===== src/rtl/sum_readout.sv =====
// Read-out stage for the half-sum / cos-sum accumulators: services READ (float add
// of the two sums) and CLEAR (zero request upstream) once the evaluation pipeline drains.
module sum_readout #(
    parameter int FLT_DATA_WIDTH = 32,
    parameter int N_WIDTH        = 2,
    parameter int STATE_WIDTH    = 3,
    parameter logic [N_WIDTH-1:0] CLEAR = 2'd0,
    parameter logic [N_WIDTH-1:0] GO    = 2'd1,
    parameter logic [N_WIDTH-1:0] READ  = 2'd2
) (
    input  logic                      clk,
    input  logic                      rst,
    input  logic                      clk_en,
    input  logic                      start,
    input  logic [N_WIDTH-1:0]        n,
    input  logic                      pipeline_empty,
    input  logic [FLT_DATA_WIDTH-1:0] half_sum,
    input  logic [FLT_DATA_WIDTH-1:0] cos_sum,
    output logic [FLT_DATA_WIDTH-1:0] result,
    output logic                      done,
    output logic                      clear_sums,
    output logic                      busy
);

    localparam logic [STATE_WIDTH-1:0] S_IDLE       = 3'd0;
    localparam logic [STATE_WIDTH-1:0] S_WAIT_EMPTY = 3'd1;
    localparam logic [STATE_WIDTH-1:0] S_ALIGN      = 3'd2;
    localparam logic [STATE_WIDTH-1:0] S_ADD        = 3'd3;
    localparam logic [STATE_WIDTH-1:0] S_NORM       = 3'd4;

    logic [STATE_WIDTH-1:0]    state, state_nxt;
    logic                      cmd_clear, cmd_clear_nxt;
    logic [FLT_DATA_WIDTH-1:0] op_a, op_b;
    logic [FLT_DATA_WIDTH-1:0] result_nxt;
    logic                      done_nxt, clear_nxt;
    logic                      cap_ops, ld_align, ld_sum;

    // Aligned operands: 24-bit significand plus 3 guard bits, larger magnitude first
    logic [26:0] big_sig, small_sig;
    logic [7:0]  exp_big;
    logic        sign_big, do_sub, special;
    logic [FLT_DATA_WIDTH-1:0] special_val;
    logic [27:0] sum;

    // ---------------- state register ----------------
    always_ff @(posedge clk) begin
        if (rst)
            state <= S_IDLE;
        else if (clk_en)
            state <= state_nxt;
    end

    // ---------------- next-state logic ----------------
    always_comb begin
        state_nxt     = state;
        cmd_clear_nxt = cmd_clear;
        case (state)
            S_IDLE: begin
                if (start) begin
                    case (n)
                        READ: begin
                            state_nxt     = S_WAIT_EMPTY;
                            cmd_clear_nxt = 1'b0;
                        end
                        CLEAR: begin
                            state_nxt     = S_WAIT_EMPTY;
                            cmd_clear_nxt = 1'b1;
                        end
                        GO:      state_nxt = S_IDLE;
                        default: state_nxt = S_IDLE;
                    endcase
                end
            end
            S_WAIT_EMPTY: begin
                if (pipeline_empty)
                    state_nxt = cmd_clear ? S_IDLE : S_ALIGN;
            end
            S_ALIGN: state_nxt = S_ADD;
            S_ADD:   state_nxt = S_NORM;
            S_NORM:  state_nxt = S_IDLE;
            default: state_nxt = S_IDLE;
        endcase
    end

    // ---------------- output / load-enable logic ----------------
    logic [FLT_DATA_WIDTH-1:0] norm_val;

    always_comb begin
        done_nxt   = 1'b0;
        clear_nxt  = 1'b0;
        result_nxt = result;
        cap_ops    = 1'b0;
        ld_align   = 1'b0;
        ld_sum     = 1'b0;
        case (state)
            S_WAIT_EMPTY: begin
                if (pipeline_empty) begin
                    if (cmd_clear) begin
                        clear_nxt  = 1'b1;
                        done_nxt   = 1'b1;
                        result_nxt = '0;
                    end else begin
                        cap_ops = 1'b1;
                    end
                end
            end
            S_ALIGN: ld_align = 1'b1;
            S_ADD:   ld_sum   = 1'b1;
            S_NORM: begin
                result_nxt = norm_val;
                done_nxt   = 1'b1;
            end
            default: ;
        endcase
    end

    assign busy = (state != S_IDLE);

    // ---------------- ALIGN datapath ----------------
    logic        a_zero, b_zero, a_larger;
    logic [30:0] mag_a, mag_b;
    logic [26:0] sig_a, sig_b, sig_l, sig_s, sig_s_sh;
    logic [7:0]  exp_l, exp_s, exp_diff;

    always_comb begin
        // Exponent 0 covers zero and denormals; both are flushed to zero
        a_zero   = (op_a[30:23] == 8'd0);
        b_zero   = (op_b[30:23] == 8'd0);
        mag_a    = a_zero ? 31'd0 : op_a[30:0];
        mag_b    = b_zero ? 31'd0 : op_b[30:0];
        sig_a    = a_zero ? 27'd0 : {1'b1, op_a[22:0], 3'b000};
        sig_b    = b_zero ? 27'd0 : {1'b1, op_b[22:0], 3'b000};
        a_larger = (mag_a >= mag_b);
        sig_l    = a_larger ? sig_a : sig_b;
        sig_s    = a_larger ? sig_b : sig_a;
        exp_l    = a_larger ? mag_a[30:23] : mag_b[30:23];
        exp_s    = a_larger ? mag_b[30:23] : mag_a[30:23];
        exp_diff = exp_l - exp_s;
        sig_s_sh = (exp_diff > 8'd25) ? 27'd0 : (sig_s >> exp_diff);
    end

    // ---------------- NORM datapath ----------------
    logic [4:0]  lz;
    logic [26:0] norm_sig;
    logic [9:0]  norm_exp;
    logic [22:0] mant;

    always_comb begin
        lz = 5'd27;
        for (int i = 0; i < 27; i++)
            if (sum[i]) lz = 5'(26 - i);
        if (sum[27]) begin
            norm_sig = sum[27:1];
            norm_exp = {2'b00, exp_big} + 10'd1;
        end else begin
            norm_sig = sum[26:0] << lz;
            norm_exp = {2'b00, exp_big} - {5'd0, lz};
        end
        mant = 23'(norm_sig[25:0] >> 3);

        if (special)
            norm_val = special_val;
        else if (!norm_sig[26])
            norm_val = '0;                                  // exact cancellation
        else if (norm_exp[9] || norm_exp == 10'd0)
            norm_val = '0;                                  // underflow flushes to +0
        else if (norm_exp >= 10'd255)
            norm_val = {sign_big, 8'hFF, 23'd0};
        else
            norm_val = {sign_big, norm_exp[7:0], mant};
    end

    // ---------------- registers ----------------
    always_ff @(posedge clk) begin
        if (rst) begin
            result      <= '0;
            done        <= 1'b0;
            clear_sums  <= 1'b0;
            cmd_clear   <= 1'b0;
            op_a        <= '0;
            op_b        <= '0;
            big_sig     <= '0;
            small_sig   <= '0;
            exp_big     <= '0;
            sign_big    <= 1'b0;
            do_sub      <= 1'b0;
            special     <= 1'b0;
            special_val <= '0;
            sum         <= '0;
        end else if (clk_en) begin
            result     <= result_nxt;
            done       <= done_nxt;
            clear_sums <= clear_nxt;
            cmd_clear  <= cmd_clear_nxt;
            if (cap_ops) begin
                op_a <= half_sum;
                op_b <= cos_sum;
            end
            if (ld_align) begin
                big_sig   <= sig_l;
                small_sig <= sig_s_sh;
                exp_big   <= exp_l;
                sign_big  <= a_larger ? op_a[31] : op_b[31];
                do_sub    <= op_a[31] ^ op_b[31];
                // Infinity/NaN operands bypass the adder; A takes precedence
                special     <= (op_a[30:23] == 8'hFF) || (op_b[30:23] == 8'hFF);
                special_val <= (op_a[30:23] == 8'hFF) ? op_a : op_b;
            end
            if (ld_sum)
                sum <= do_sub ? ({1'b0, big_sig} - {1'b0, small_sig})
                              : ({1'b0, big_sig} + {1'b0, small_sig});
        end
    end

endmodule


===== config.mk =====
export PLATFORM = sky130hd
export DESIGN_NAME = sum_readout
export DESIGN_NICKNAME = d
export VERILOG_FILES = /design/src/rtl/sum_readout.sv
export SDC_FILE = /design/constraint.sdc
export NUM_CORES = 1
export LEC_CHECK = 0
export CAP_MARGIN = 20
export CORE_UTILIZATION = 40
export DETAILED_ROUTE_END_ITERATION = 6
export GPL_TIMING_DRIVEN = 0
export PLACE_DENSITY = 0.66
export SLEW_MARGIN = 20
export SYNTH_ARGS = -nofsm -noshare
export SYNTH_HDL_FRONTEND = slang
export SYNTH_SLANG_ARGS = --single-unit

===== constraint.sdc =====
create_clock -name clk -period 13.71 [get_ports clk]
set_input_delay 2.0565 -clock clk [delete_from_list [all_inputs] [get_ports clk]]
set_output_delay 2.0565 -clock clk [all_outputs]
set_load 0.01 [all_outputs]

==> results.yml, run 1 <==
placement:
  dp_hpwl_um: 48100
  portBuffers: 105
  post-place-ws_ns: 6.95
  placed_cell_area_um2: 17100
  gp_congestion: 1.02
power_and_ir_drop:
  power_uw: 1610
  p_int_uw: 1170
  p_sw_uw: 435
  switching_share_pct: 27.0
  worst_ir_drop_vdd_uv: 67.6
  seqPwrFrac_pct: 41.1
  pwr-share-comb_pct: 12.6
  leakage_uw: 0.00636
  clkPwrFrac_pct: 46.2
  power_per_cell_area_nw_per_um2: 89.3
critical_path:
  worstSetupPathType: "flip-flop to flip-flop"
  critPathCaptureType: "flip-flop"
  worstPathArrival_ns: 7.47
  slowest_stage: "or4_4"
  reg2reg_to: "small_sig[4]"
  rr_worst_depth: 24
  rrSetupSlack_ns: 6.73
  start_kind: "flip-flop"
  cp_max_fo: 10
  crit_chain: "clkbuf_1 -> nor4_1 -> nand2_1 -> clkbuf_1 -> nand2_1 -> ha_1 -> nand4_1 -> or4_4 -> o211ai_2 -> o21ai_2 -> nand2_1 -> buf_2 -> o21a_1 -> ha_1 -> or3_1 -> a22oi_1 -> a31oi_1 -> and3_1 -> clkbuf_1 -> clkbuf_1 -> mux2i_1 -> mux2i_1 -> o21ai_0 -> a22o_1"
  timing.critical_path.mode_cell: "clkbuf_1"
  r2r_start: "op_b[24]"
  path_depth: 24
  cp.required_ns: 14.20
  crit_family: "buffers and inverters"
  cpPeakStageDelay_ns: 0.61
  critPathBufInv: 5
cells_and_area:
  fill_cells: 3828
  layout-drive-gt1-share_pct: 5.81
  area_growth_syn_to_layout_pct: 17.0
  num_antenna_cells: 0
  fin_util_pct: 47.7
  final_common_cell: "nand2_1"
  layout.nets: 2303
  seqCellArea_um2: 4480
  multi_input_area_um2: 10000
  mostFrequentLayoutCells: "nand2_1, dfxtp_1, nor2_1"
  final_area_um2: 18000
clock_tree:
  clkLatencyLatePin_ns: 0.58
  numCtsBuffers: 26
  cts_setup_buffers: 0
  htreeDepth: 1
  clock-sinks: 224
  cts_tree: "done"
  clk_pin_slew_ns: 0.06
  clockRootBuffer: "clkbuf_16"
  cts_hold_buf: 0
  cts_buffer_depth: 3
  ctsResizeCount: 0
logic_synthesis:
  ys_seq_elements: 224
  synth_async_sr_flop_share_pct: 0
  ys.flop_type: "dfxtp_1"
  synthDistinctLibCells: 96
  syn_nets: 2170
  synth_area_leaders: "dfxtp_1, nand2_1, a21oi_1, mux2i_1, ha_1"
  synthesis.instances: 2034
  synth_edf_count: 0
  synth_seq_area_share_pct: 29.1
  netlist_area_um2: 15400
  yosysWarnings: 0
  syn_avg_cell_area_um2: 7.58
  synth_top_cell_by_area: "dfxtp_1"
  synth_top_area_share_pct: 29.1
routing:
  firstDrtPassIters: 6
  vias_per_cell: 5.96
  wl_per_cell_um: 22.2
  drtIter0Drc: 1527
  vias: 16059
  drc_errors: 0
  wl_um: 59800
  ant_nets: 0
floorplan:
  fp.dieH_um: 198
  ios: 106
  start_util_pct: 40.7
  core-area_um2: 37800
  die_area_um2: 39300
  die_w_um: 198
  rows: 71
min_path:
  whs_path_depth: 2
  hp-start: "op_b[14]"
  hold_end: "op_b[14]"
  hold_path.class: "flip-flop to flip-flop"
sta:
  rsz0062_at_grt: "false"
  hold_violations: 0
  tightest_slew_ns: 1.18
  setup_ws_ns: 6.73
  relSlewSlack_pct: 20.3
  clock_skew_ns: 0.0407
  finalCriticalPeriod_ns: 6.98
  fmax_ghz: 0.143
  min_period_over_period_pct: 50.9
  finalSetupViolCount: 0
  finalSetupTns_ns: 0
  drv_slew: 0
grt:
  grt_start_max_net_pins: 15
  grt_antenna_before_repair: 0
  grt_usage_pct: 30.1
  grt_pass1_vias: 14972
  gr-total-overflow: 0
  grt_pass1_wl_um: 89600
outcome:
  status: "finished, final reports clean"
job:
  maxCapViolCount: 0
## power groups by stage
stage                     Sequential [uW]  Combinational, uW  Clock, uW
after CTS                             662                200        751
after global routing                  662                216        779
after global placement                676                197          0
final                                 662                203        745
after detailed placement              676                199          0
after floorplan                       673                128          0
## final cells by class
type,count,share of cell area (%)
Inverter,69,1.44
Buffer,147,3.52
Timing Repair Buffer,105,5.83
Sequential cell,224,24.9
Tap cell,511,3.54
Multi-Input combinational cell,1594,55.7
Clock buffer,33,4.14
Clock inverter,13,1.01
## routing by layer
layer / vias up / share of wire (%) / global-route usage (%)
met5: - / 0 / 0
met4: 0 / 5.9 / 17.1
met3: 160 / 6.1 / 2.78
met2: 697 / 45 / 49.2
met1: 7586 / 43 / 38.8
li1: 7616 / - / -
## flip-flops by register name (all words and copies together), names as in the netlist
name / count
special: 1
done: 1
do_sub: 1
special_val: 32
sum: 28
big_sig: 24
cmd_clear: 1
small_sig: 27
sign_big: 1
op_b: 32
result: 32
exp_big: 8
state: 3
op_a: 32
clear_sums: 1
## kinds of logic (layout without fill, tap and decap cells)
group | Yosys count | after routing | synth area share [%]
adder cells (fa/ha/maj) | 65 | 65 | 5.32
multiplexers | 128 | 128 | 9.40
flip-flops | 224 | 224 | 29.1
XOR/XNOR | 57 | 57 | 3.24
AO/OA/AOI/OAI | 597 | 597 | 25.4
buffers and inverters | 216 | 367 | 5.80
AND/OR/NAND/NOR | 747 | 747 | 21.7
## worst register-to-register path, delay by kind of cell (launching register included)
| kind | cells | cell delay (ns) |
|---|---|---|
| and+or+nand+nor | 8 | 2.24 |
| buffers and inverters | 5 | 2.23 |
| DFF | 1 | 0.30 |
| AOI/OAI and AO/OA | 7 | 1.05 |
| adders and majority gates | 2 | 0.62 |
| muxes | 2 | 0.46 |
## cell usage after synthesis, types with 18 or more instances
cell type	count
o21a_1	19
nor3_1	48
nand3_1	40
ha_1	64
dfxtp_1	224
a21oi_1	202
nor2_1	208
mux2i_1	96
buf_1	18
a211oi_1	66
inv_1	65
a22oi_1	47
nor4_1	26
clkbuf_1	112
o21ai_0	68
mux2_2	20
nand2_1	312
and2_1	21
xnor2_1	45
## metrics by stage
step | hold WS [ns] | std cells
after floorplan | 0.436 | 2034
after global placement | 0.460 | 2650
after detailed placement | 0.473 | 2650
after CTS | 0.481 | 2696
after global routing | 0.501 | 2696
final | 0.484 | 2696
## worst max path at each step
stage | from | endpoint | slack (ns)
final | op_b[24] | small_sig[4] | 6.73
after global routing | op_b[28] | small_sig[4] | 6.42
after CTS | op_b[24] | small_sig[14] | 6.86
after detailed placement | op_b[24] | small_sig[14] | 6.95
after global placement | op_b[24] | small_sig[14] | 6.87
after floorplan | op_b[27] | small_sig[4] | 8.65
(Power assumes the default switching activity.)
==> run 2: changes to the inputs <==
==> constraint.sdc (replaced) <==
create_clock -name clk -period 7.3 [get_ports clk]
set_input_delay 1.095 -clock clk [delete_from_list [all_inputs] [get_ports clk]]
set_output_delay 1.095 -clock clk [all_outputs]
set_load 0.01 [all_outputs]
==> results of run 2 <==
Same layout as run 1 (identical final DEF). Status: finished, final reports clean.
Main changes from that run: setup slack after placement 6.95 ns -> 0.537 ns; setup slack after layout 6.73 ns -> 0.322 ns; register-to-register setup slack 6.73 ns -> 0.32 ns; total power 1610 uW -> 3020 uW; worst IR drop on VDD 67.6 uV -> 127 uV
